--- src/rtl/neopixel_pkg.sv ---
// rtl/neopixel_pkg.sv - shared types, constants and pixel word helpers for the neopixel sequencer
package neopixel_pkg;

    typedef enum logic [2:0] {
        ST_IDLE,
        ST_LOAD,
        ST_GO,
        ST_WAIT_START,
        ST_WAIT_DONE,
        ST_ADVANCE
    } state_t;

    typedef enum logic [1:0] {
        COL_RED,
        COL_GREEN,
        COL_BLUE
    } colour_t;

    // Driver control register; writing bit0=1 kicks off a refresh.
    localparam logic [31:0] GO_ADDR_DEFAULT = 32'h0000_0100;

    // Cycles to wait for the driver to drop ctrl_ready before assuming an instant refresh.
    localparam int START_TIMEOUT = 16;

    // Pixel buffer word layout: {8'h00, G, R, B}.
    function automatic logic [31:0] pixel_word(input logic [7:0] g, input logic [7:0] r,
                                               input logic [7:0] b);
        return {8'h00, g, r, b};
    endfunction

    function automatic logic [31:0] colour_word(input colour_t c, input logic [7:0] level);
        logic [31:0] w;
        case (c)
            COL_RED:   w = pixel_word(8'h00, level, 8'h00);
            COL_GREEN: w = pixel_word(level, 8'h00, 8'h00);
            COL_BLUE:  w = pixel_word(8'h00, 8'h00, level);
            default:   w = 32'h0;
        endcase
        return w;
    endfunction

    function automatic colour_t next_colour(input colour_t c);
        colour_t n;
        case (c)
            COL_RED:   n = COL_GREEN;
            COL_GREEN: n = COL_BLUE;
            default:   n = COL_RED;
        endcase
        return n;
    endfunction

endpackage

--- src/rtl/neopixel_frame_timer.sv ---
// rtl/neopixel_frame_timer.sv - free-running frame period counter with one-cycle tick
module neopixel_frame_timer
    import neopixel_pkg::*;
#(
    parameter logic [31:0] C_RATE = 32'd33000000
) (
    input  logic clock,
    input  logic reset,
    output logic tick
);

    logic [31:0] count;

    // Count 0..C_RATE-1 and wrap; never gated so the frame cadence stays fixed.
    always_ff @(posedge clock or posedge reset) begin
        if (reset) begin
            count <= 32'd0;
        end else if (count == C_RATE - 32'd1) begin
            count <= 32'd0;
        end else begin
            count <= count + 32'd1;
        end
    end

    assign tick = (count == C_RATE - 32'd1);

endmodule

--- src/rtl/neopixel_sequencer.sv ---
// rtl/neopixel_sequencer.sv - autonomous chaser-pattern frame sequencer for the neopixel driver
module neopixel_sequencer
    import neopixel_pkg::*;
#(
    parameter int          C_PIXELS  = 12,
    parameter logic [31:0] C_RATE    = 32'd33000000,
    parameter logic [7:0]  C_LEVEL   = 8'h40,
    parameter logic [31:0] C_GO_ADDR = GO_ADDR_DEFAULT
) (
    input  logic        clock,
    input  logic        reset,
    input  logic        enable,
    input  logic        ctrl_ready,
    output logic        write_readf,
    output logic [31:0] address,
    output logic [31:0] write_data,
    output logic        busy,
    output logic        overrun,
    output logic [7:0]  position
);

    localparam logic [7:0] LAST_INDEX = 8'(C_PIXELS - 1);
    localparam logic [3:0] WAIT_LAST  = 4'(START_TIMEOUT - 1);

    state_t      state;
    state_t      state_next;
    logic        tick;
    logic [7:0]  index;
    logic [3:0]  wait_cnt;
    colour_t     colour;
    logic [31:0] addr_hold;
    logic [31:0] data_hold;

    neopixel_frame_timer #(
        .C_RATE(C_RATE)
    ) u_timer (
        .clock(clock),
        .reset(reset),
        .tick (tick)
    );

    // State register.
    always_ff @(posedge clock or posedge reset) begin
        if (reset) begin
            state <= ST_IDLE;
        end else begin
            state <= state_next;
        end
    end

    // Next state and bus outputs; strobe is decoded from state so reset kills it immediately.
    always_comb begin
        state_next  = state;
        write_readf = 1'b0;
        address     = addr_hold;
        write_data  = data_hold;
        overrun     = 1'b0;
        case (state)
            ST_IDLE: begin
                if (tick && enable) begin
                    if (ctrl_ready) begin
                        state_next = ST_LOAD;
                    end else begin
                        overrun = 1'b1;
                    end
                end
            end
            ST_LOAD: begin
                write_readf = 1'b1;
                address     = {24'h0, index};
                write_data  = (index == position) ? colour_word(colour, C_LEVEL) : 32'h0;
                if (index == LAST_INDEX) begin
                    state_next = ST_GO;
                end
            end
            ST_GO: begin
                write_readf = 1'b1;
                address     = C_GO_ADDR;
                write_data  = 32'h1;
                state_next  = ST_WAIT_START;
            end
            ST_WAIT_START: begin
                if (!ctrl_ready || wait_cnt == WAIT_LAST) begin
                    state_next = ST_WAIT_DONE;
                end
            end
            ST_WAIT_DONE: begin
                if (ctrl_ready) begin
                    state_next = ST_ADVANCE;
                end
            end
            ST_ADVANCE: begin
                state_next = ST_IDLE;
            end
            default: begin
                state_next = ST_IDLE;
            end
        endcase
        // Ticks while a frame is in flight are discarded, never queued.
        if (tick && state != ST_IDLE) begin
            overrun = 1'b1;
        end
    end

    assign busy = (state != ST_IDLE);

    // Frame datapath: write index, start-timeout counter, chaser position and colour.
    always_ff @(posedge clock or posedge reset) begin
        if (reset) begin
            index    <= 8'd0;
            wait_cnt <= 4'd0;
            position <= 8'd0;
            colour   <= COL_RED;
        end else begin
            case (state)
                ST_IDLE:       index    <= 8'd0;
                ST_LOAD:       index    <= index + 8'd1;
                ST_GO:         wait_cnt <= 4'd0;
                ST_WAIT_START: wait_cnt <= wait_cnt + 4'd1;
                ST_ADVANCE: begin
                    if (position == LAST_INDEX) begin
                        position <= 8'd0;
                        colour   <= next_colour(colour);
                    end else begin
                        position <= position + 8'd1;
                    end
                end
                default: ;
            endcase
        end
    end

    // Remember the last word driven so address/data hold steady between frames.
    always_ff @(posedge clock or posedge reset) begin
        if (reset) begin
            addr_hold <= 32'h0;
            data_hold <= 32'h0;
        end else if (write_readf) begin
            addr_hold <= address;
            data_hold <= write_data;
        end
    end

endmodule

--- config.mk ---
export PLATFORM = sky130hd
export DESIGN_NAME = neopixel_sequencer
export DESIGN_NICKNAME = d
export VERILOG_FILES = /design/src/rtl/neopixel_pkg.sv /design/src/rtl/neopixel_frame_timer.sv /design/src/rtl/neopixel_sequencer.sv
export SDC_FILE = /design/constraint.sdc
export NUM_CORES = 1
export LEC_CHECK = 0
export BUFFER_PORTS_ARGS = -buffer_cell sky130_fd_sc_hd__buf_2
export CAP_MARGIN = 10
export CORE_ASPECT_RATIO = 1.1
export CORE_UTILIZATION = 60
export CTS_CLUSTER_SIZE = 28
export DETAILED_ROUTE_END_ITERATION = 8
export PLACE_DENSITY_LB_ADDON = 0.2
export REMOVE_ABC_BUFFERS = 1
export SETUP_SLACK_MARGIN = 0.4
export SLEW_MARGIN = 20
export SYNTH_ARGS = -nofsm -noshare
export SYNTH_HDL_FRONTEND = slang
export SYNTH_SLANG_ARGS = --single-unit
--- constraint.sdc ---
create_clock -name clock -period 13.9 [get_ports clock]
set_clock_uncertainty 0.15 [all_clocks]
set_input_delay 3.475 -clock clock [delete_from_list [all_inputs] [get_ports clock]]
set_output_delay 3.475 -clock clock [all_outputs]
set_load 0.01 [all_outputs]
==> Word-level counts from Yosys, hierarchy flattened <==
Index checks and enable logic that the tools add are counted.
{ "word_totals": {"register_bits": 121, "input_bits": 4, "out_inout_bits": 75, "word_cells": 61} }
{ "op_classes": {"add_sub_neg": 4, "n_eq_ne": 17, "muxes": 20, "n_reduce_logical": 12} }
{ "op_table": {"columns": ["operator", "count"], "rows": [
  ["$pmux W32 S2", 2],
  ["$pmux W23 S3", 1],
  ["$mux W32", 2],
  ["$add A32 B1 Y32 const B", 1],
  ["$eq A32 B25 Y1 const B", 1],
  ["$add A8 B1 Y8 const B", 2],
  ["$eq A8 B4 Y1 const B", 2],
  ["$pmux W8 S2", 1],
  ["$mux W3", 5],
  ["$pmux W3 S5", 1],
  ["$ne A2 B2 Y1 const B", 5],
  ["$eq A8 B8 Y1", 1],
  ["$mux W8", 1],
  ["$pmux W4 S2", 1],
  ["$eq A3 B2 Y1 const B", 2],
  ["$eq A3 B3 Y1 const B", 2],
  ["$mux W1", 5],
  ["$reduce_and A5 Y1", 1],
  ["$add A4 B1 Y4 const B", 1],
  ["$eq A4 B4 Y1 const B", 1],
  ["$pmux W2 S2", 1],
  ["$reduce_bool A2 Y1", 2],
  ["$eq A3 B1 Y1 const B", 1],
  ["$logic_not A3 Y1", 1],
  ["other kinds (9)", 10]
]} }

==> Depth between registers and ports, before layout <==
Gate-level depths: netlist of the first run.
{ "logic_depth": {"ltp_word": 5, "mapped_depth": 7, "depth_no_buf": 6} }

==> Hierarchy <==
A second synthesis of the first run with hierarchy kept.
{ "unflattened": {"cells_unflattened": 546, "hier_area_um2": 5681.7} }
{ "modules_own_cells": {"columns": ["mod", "instances", "cells_each", "area_per_inst_um2", "seq_area_each_um2"], "rows": [
  ["neopixel_sequencer", 1, 368, 3962.6, 2227.1],
  ["neopixel_frame_timer", 1, 178, 1719.1, 800.8]
]} }

==> Least setup slack after synthesis of the first run <==
Ideal clock, no wire load.
{ "synth_path": {"path_kind": "in2out", "from": "in enable", "to": "out overrun", "arrival_ns": 3.772, "required_ns": 10.275, "setup_slack_ns": 6.503, "path_stages": 2, "path_buffers": 0, "path_cell_list": "nor2b_1 o21a_1"} }
{ "synth_via": {"elab_chain_cells": 4} }
{ "synth_rtl": {"columns": ["item", "line_no", "text"], "rows": [
  ["from (decl)", "neopixel_sequencer.sv:12", "input logic enable,"],
  ["$logic_and A1 B1 Y1", "neopixel_sequencer.sv:60", "if (tick && enable) begin"],
  ["$mux W1", "neopixel_sequencer.sv:60", null],
  ["$mux W1", "neopixel_sequencer.sv:58", "case (state)"],
  ["$mux W1", "neopixel_sequencer.sv:100", "if (tick && state != ST_IDLE) begin"],
  ["to (decl)", "neopixel_sequencer.sv:18", "output logic overrun,"]
]} }
Every way passes these cells.

==> Worst setup path in the final report of the first run <==
Same ends and word-level chain as after synthesis.

==> results.md, run 1 <==
* Run status: completed
* Top layer in use: met4
* Hold Path Class: reg2reg
* Worst Min Path Start: addr_hold[13]
* Largest net degree at the start of global routing at 126
* Dpl ws at 6290 ps
* DP Wirelength at around 6500 um
* Yosys reg bits at 121
* Worst-path clk slew at about 50 ps
* Min Clock Period, post-route at 7610 ps
* Worst r2r dst: data_hold[6]
* Via density at roughly 5.5
* Synthesis Warnings at 0
* TNS Setup at 0 ps
* Total grt overflow at 0
* Hold Crit Depth at 1
* Area leader, netlist: dfrtp_1
* Clock tree sinks at ~120
* Synth top cells by count: dfrtp_1 (121), and2_1 (103), nand2_1 (35)
* Unrepaired setup endpoints after global routing: false
* VDD IR max at 134 uV
* Critical Path Source Type: input port
* Relative slew slack at 42.5%
* Layout cells sized above 1 at 20.9%
* DRC viols at 0
* Setup ws final at between 6000 and 7000 ps
* P_leak at 3.40 nW
* Filler instances at 608
* MaxCap Viol Count at 0
* Most common cell in the netlist: dfrtp_1
* Drt total wl at around 10000 um
* Design Power at 0.935 mW
* Die Width at 94.2 um
* Starting Density at 62.6%
* Power Dens Cells at 143 nW/um2
* Sink of the worst hold path: addr_hold[13]
* Row cnt at 36
* Via count at 3911
* Top_reg_cell synth: dfrtp_1
* Final Core Density at between 70 and 80%
* Gr usage total at between 20% and 30%
* Worst slew pin tran at 862 ps
* Vias in the first global route at 3581
* Worst-Skew Late Latency at around 510 ps
* WHS at roughly 320 ps
* H-Tree Depth at 4
* Core area at approximately 9000 um2
* FF-to-FF Start: state[0]
* Post_cts resized at 0
* Mapped Area at 5610 um2
* FMAX at 131 MHz
* Postcts setup bufs at 0
* Max Fanout on Critical Path at 2
* Final ANT Viol Nets at 0
* # diodes at 0
* Die Height at 103 um
* First-pass GRT wire length at 17100 um
* Metal-1 WL at 4910 um
* Die area at 9750 um2
* DR pass1 iterations at 4
* Clock root buffer: clkbuf_8
* Max-slew violations at 0
* I/O pin count at 79
* R2R Setup Slk at 11350 ps
* Setup violations, final at 0
* Top cells by area, synth: dfrtp_1 (54%), and2_1 (11%), xnor2_1 (3.6%)
* Mapped Avg Cell Area at 10.8 um2
* Placer Congestion at 0.848
* Arr. time, crit path at 3980 ps
* Multi-input logic area at 2410 um2
* Final Cycle Share at 54.7%
* Num CTS Buffers at 17
* Max clock buf depth at 2
* Crit end category: primary output
* Post-synth EDFFs at 0
* WL met2 at 4730 um
* Critical path class: in2out
* Final nets at 597
* Avg WL per Cell at 14.5 um
* R2r worst-path depth at 5
* Asr flop ratio synth at 100%
* Metal3 WL at 529 um
* Sequential share of the synthesized area at 53.9%
* DR iter-0 viols at 184
* Storage element area at 3030 um2
* CTS tree: done
* IO Port Bufs at 78
* Gate Count Post-Synth at ~520
* Critical Path RT at ~10000 ps
* Hold buffer count at cts at 0
* Area grow syn2layout at 16.8%
* Initial antenna violation count at 0
* Netlist cell types at 52
* Area share of the largest cell type after synthesis at around 54%
* Final Hold Fails at 0
worst max path at each step:
stage / startpoint / to / depth (start not counted)
floorplan: enable / overrun / 2
global placement: enable / overrun / 4
detailed placement: enable / overrun / 4
CTS: enable / overrun / 4
global route: enable / overrun / 4
finish: enable / overrun / 4
kinds of logic (layout without fill, tap and decap cells):
logic type | Yosys count | count (layout) | synth area share (%)
flops | 121 | 121 | 53.9
buf+inv | 41 | 118 | 3.16
simple gates | 250 | 250 | 27.0
mux | 5 | 5 | 0.936
compound gates | 60 | 60 | 7.71
xor+xnor | 41 | 41 | 6.40
fa+ha+maj | 4 | 4 | 0.891
report_power, final:
group | internal (mW) | leakage, nW | switching, mW
logic | 0.0455 | 1.47 | 0.107
registers | 0.368 | 1.66 | 0.0243
clock network | 0.249 | 0.260 | 0.140
total | 0.663 | 3.40 | 0.272
layout by cell type (no fill, tap or decap), drive strengths merged, types with 3 or more instances in the layout:
master  netlist  routed
nor4b         4       4
nand3        22      22
nand4        11      11
ha            4       4
a21oi         9       9
nor2         28      28
and2        103     103
nor4          5       5
xnor2        23      23
and4          4       4
o21ai        14      14
a21o          4       4
dfrtp       121     121
clkbuf       23      28
mux2i         3       3
inv           9       9
a22o         23      23
xor2         18      18
nand2        35      35
and3          9       9
nor3         14      14
nand2b        4       4
buf           9      80
flip-flops by register name (all words and copies together), names as in the netlist:
signal         cells
index              8
u_timer.count     32
colour             2
wait_cnt           4
state              3
addr_hold         32
position           8
data_hold         32
layout make-up:
cell class / instances / share of cell area, %
Clock inverter: 1 / 0.115
Inverter: 9 / 0.553
Sequential cell: 121 / 46.2
Tap cell: 114 / 2.18
Multi-Input combinational cell: 360 / 36.8
Clock buffer: 28 / 8.02
Timing Repair Buffer: 80 / 6.18
routing by layer:
metal | GRT usage, % | vias up
met5 | 0 | -
met4 | 9.94 | 0
met3 | 7.31 | 11
met2 | 35.1 | 107
met1 | 31.9 | 1892
li1 | - | 1901
stage by stage:
stage               cells  cell area [um2]
finish                713             6560
global route          713             6560
CTS                   713             6560
detailed placement    684             6020
global placement      684             6020
floorplan             490             5470
worst max-delay path, stage by stage:
cell	delay, ps
buf_2	100
nor2b_1	120
o21a_1	160
buf_2	130
(Power assumes the default switching activity.)
==> run 2: changes to the inputs <==
--- a/config.mk
+++ b/config.mk
@@ -5,10 +5,11 @@
 export SDC_FILE = /design/constraint.sdc
 export NUM_CORES = 1
 export LEC_CHECK = 0
+export ABC_AREA = 1
 export BUFFER_PORTS_ARGS = -buffer_cell sky130_fd_sc_hd__buf_2
 export CAP_MARGIN = 10
 export CORE_ASPECT_RATIO = 1.1
-export CORE_UTILIZATION = 60
+export CORE_UTILIZATION = 52
 export CTS_CLUSTER_SIZE = 28
 export DETAILED_ROUTE_END_ITERATION = 8
 export PLACE_DENSITY_LB_ADDON = 0.2
==> constraint.sdc (replaced) <==
create_clock -name clock -period 6.3 [get_ports clock]
set_clock_uncertainty 0.15 [all_clocks]
set_input_delay 1.575 -clock clock [delete_from_list [all_inputs] [get_ports clock]]
set_output_delay 1.575 -clock clock [all_outputs]
set_load 0.01 [all_outputs]
==> results.md, run 2 <==
* Crit end category: primary output
* First-pass GRT wire length at 21300 um (+25%)
* Worst r2r dst: state[1]
* Final Cycle Share at 76.9%
* TNS Setup at 0 ps (unchanged)
* Biggest regs: addr_hold (32), data_hold (32), u_timer.count (32)
* Via count at 4796 (+23%)
* Avg WL per Cell at 12.9 um (-11%)
* Total grt overflow at 0 (unchanged)
* Asr flop ratio synth at 100% (unchanged)
* Worst path bufs/invs at 2 (unchanged)
* P_leak at 3.50 nW (+3.0%)
* I/O pin count at 79 (unchanged)
* Starting Density at 53.4% (-9.2 points)
* Die area at 11700 um2 (+20%)
* Worst Min Path Start: data_hold[0]
* Sink of the worst hold path: data_hold[0]
* DP Wirelength at 9000 um (+38%)
* # diodes at 0 (unchanged)
* Hold buffer count at cts at 0 (unchanged)
* Die Height at 113 um (+9.5%)
* Power Dens Cells at 331 nW/um2 (+130%)
* Critical path class: reg2out
* Sequential share of the synthesized area at 51.7% (-2.2 points)
* Largest stage delay, worst path at 800 ps (+640 ps)
* Initial antenna violation count at 0 (unchanged)
* Unrepaired setup endpoints after global routing: false
* Vias in the first global route at 4585 (+28%)
* Layout Cells excl Fill at 986 (+38%)
* Layout cells sized above 1 at 15.6% (-5.3 points)
* DRC viols at 0 (unchanged)
* Crit-path slowest cell: nand2_4
* Mapped Avg Cell Area at 7.84 um2 (-27%)
* Via density at 4.86 (-11%)
* Most frequent cells in the layout: nor2_1 (180), nand2_1 (151), dfrtp_1 (121)
* IO Port Bufs at 78 (unchanged)
* Post-placement cell count at 956 (+40%)
* Hold Crit Depth at 2 (+1)
* Gr usage total at 24.3% (+0.79 points)
* Synth top cells by count: nor2_1 (180), nand2_1 (152), dfrtp_1 (121)
* Worst slew pin tran at 942 ps (+80.3 ps)
* Final nets at 836 (+40%)
* Critical Path RT at 4580 ps (-5690 ps)
* MaxCap Viol Count at 0 (unchanged)
* Cell family with most CP delay: simple AND/OR/NAND/NOR gates
* Final ANT Viol Nets at 0 (unchanged)
* FF-to-FF Start: state[1]
* Max clock buf depth at 2 (unchanged)
* Netlist cell types at 30 (-42%)
* Hold Path Class: reg2reg
* Run status: completed
* Yosys reg bits at 121 (unchanged)
* Clock root buffer: clkbuf_16
* Mapped Area at 5860 um2 (+4.3%)
* Postcts setup bufs at 0 (unchanged)
* DR iter-0 viols at 244 (+33%)
* Num CTS Buffers at 17 (unchanged)
* FMAX at 206 MHz
* Critical Path Source Type: flop
* Top cells by area, synth: dfrtp_1 (52%), nor2_1 (12%), nand2_1 (9.7%)
* Top_reg_cell synth: dfrtp_1
* Post-synth EDFFs at 0 (unchanged)
* Largest net degree at the start of global routing at 105 (-17%)
* Most common cell in the netlist: nor2_1
* Setup violations, final at 0 (unchanged)
* CTS tree: done
* R2r worst-path depth at 5 (unchanged)
* Area grow syn2layout at 18.2%
* DR pass1 iterations at 5 (+1)
* Dpl ws at 1870 ps (-4420 ps)
* R2R Setup Slk at 3470 ps (-7880 ps)
* Post_cts resized at 0 (unchanged)
* Gate Count Post-Synth at 747 (+43%)
* Worst-Skew Late Latency at 410 ps (-100 ps)
* Area leader, netlist: dfrtp_1
* Core area at 11000 um2 (+22%)
* Clock tree sinks at 121 (unchanged)
* Commonest non-fill, non-tap cell in the layout: nor2_1
* Relative slew slack at 37.2% (-5.4 points)
* VDD IR max at 300 uV (+120%)
* Final Hold Fails at 0 (unchanged)
* Worst-path clk slew at 50 ps (about the same)
* Setup ws final at 1450 ps (-4840 ps)
* H-Tree Depth at 4 (unchanged)
* Synthesis Warnings at 0 (unchanged)
* Row cnt at 40 (+11%)
* Arr. time, crit path at 3120 ps (-860 ps)
* Die Width at 103 um (+9.5%)
* Max-slew violations at 0 (unchanged)
* Min Clock Period, post-route at 4850 ps
* Area share of the largest cell type after synthesis at 51.7% (-2.2 points)
* Max Fanout on Critical Path at 104 (+102)
* Drt total wl at 12700 um (+23%)
* Placer Congestion at 0.890 (+5.0%)
* CP cell instances: nor3_2 -> inv_2 -> nand2_4 -> nor2_1 -> buf_2
## run 2: cell count changes after synthesis, moves of 9 or more
| cell | previous run | this run |
|---|---|---|
| a22o_1 | 20 | 1 |
| and2_1 | 103 | 1 |
| and3_1 | 9 | 0 |
| clkbuf_1 | 23 | 2 |
| inv_1 | 9 | 119 |
| nand2_1 | 35 | 152 |
| nand3_1 | 22 | 46 |
| nor2_1 | 27 | 180 |
| o21ai_0 | 6 | 27 |
| xnor2_1 | 23 | 4 |
## run 2: worst max-delay path by stage
stage	slack [ps]	startpoint	end	cells after the start
floorplan	1360	reset	addr_hold[0]	1
global placement	1960	state[1]	write_data[25]	5
detailed placement	1870	state[1]	write_data[25]	5
CTS	1420	state[1]	write_data[25]	5
global route	1150	state[0]	write_data[25]	6
finish	1450	state[1]	address[15]	5
## run 2: worst register-to-register path: stages (launching register included)
cell and delay, ps:
dfrtp_1 440, nor3_2 700, inv_2 400, nand2_4 800, nand3_1 150, nand2_1 110
## run 2: area by class of cell
class / instances / area, um2
fillers: 973 / 4040
flip-flops and latches: 121 / 3030
multi-input cells: 487 / 2250
clock buffers: 23 / 508
inverters: 122 / 460
repair buffers: 79 / 398
well taps: 147 / 184
clock inverters: 7 / 90.1
## run 2: stage by stage
stage          hold slack, ps  instance area [um2]  util (%)  power (mW)
3_5_place_dp              314                 6320      57.7        1.33
6_report                  321                 6920      63.1        2.29
4_1_cts                   328                 6920      63.1        2.31
3_3_place_gp              309                 6320      57.7        1.32
2_1_floorplan             287                 5730         -        1.19
5_1_grt                   348                 6920      63.1        2.40
## run 2: cells by family after synthesis
family,share of synthesized area (%)
fa+ha+maj,0.855
flops,51.7
buf+inv,9.98
simple gates,29.8
compound gates,3.76
xor+xnor,3.89
## run 2: layer usage
layer | GRT usage (%) | part of all wire, % | vias up | wire length [um]
met4 | 9.39 | 2.1 | 0 | 270
met1 | 29.5 | 44 | 2241 | 5540
li1 | - | - | 2420 | -
met2 | 40.8 | 49 | 111 | 6290
met5 | 0 | 0 | - | 0
met3 | 6.49 | 4.7 | 24 | 601
## run 2: power breakdown
part / internal [mW] / switching (mW) / leakage [nW]
registers: 0.825 / 0.0439 / 1.66
logic: 0.110 / 0.339 / 1.54
clock network: 0.638 / 0.336 / 0.293
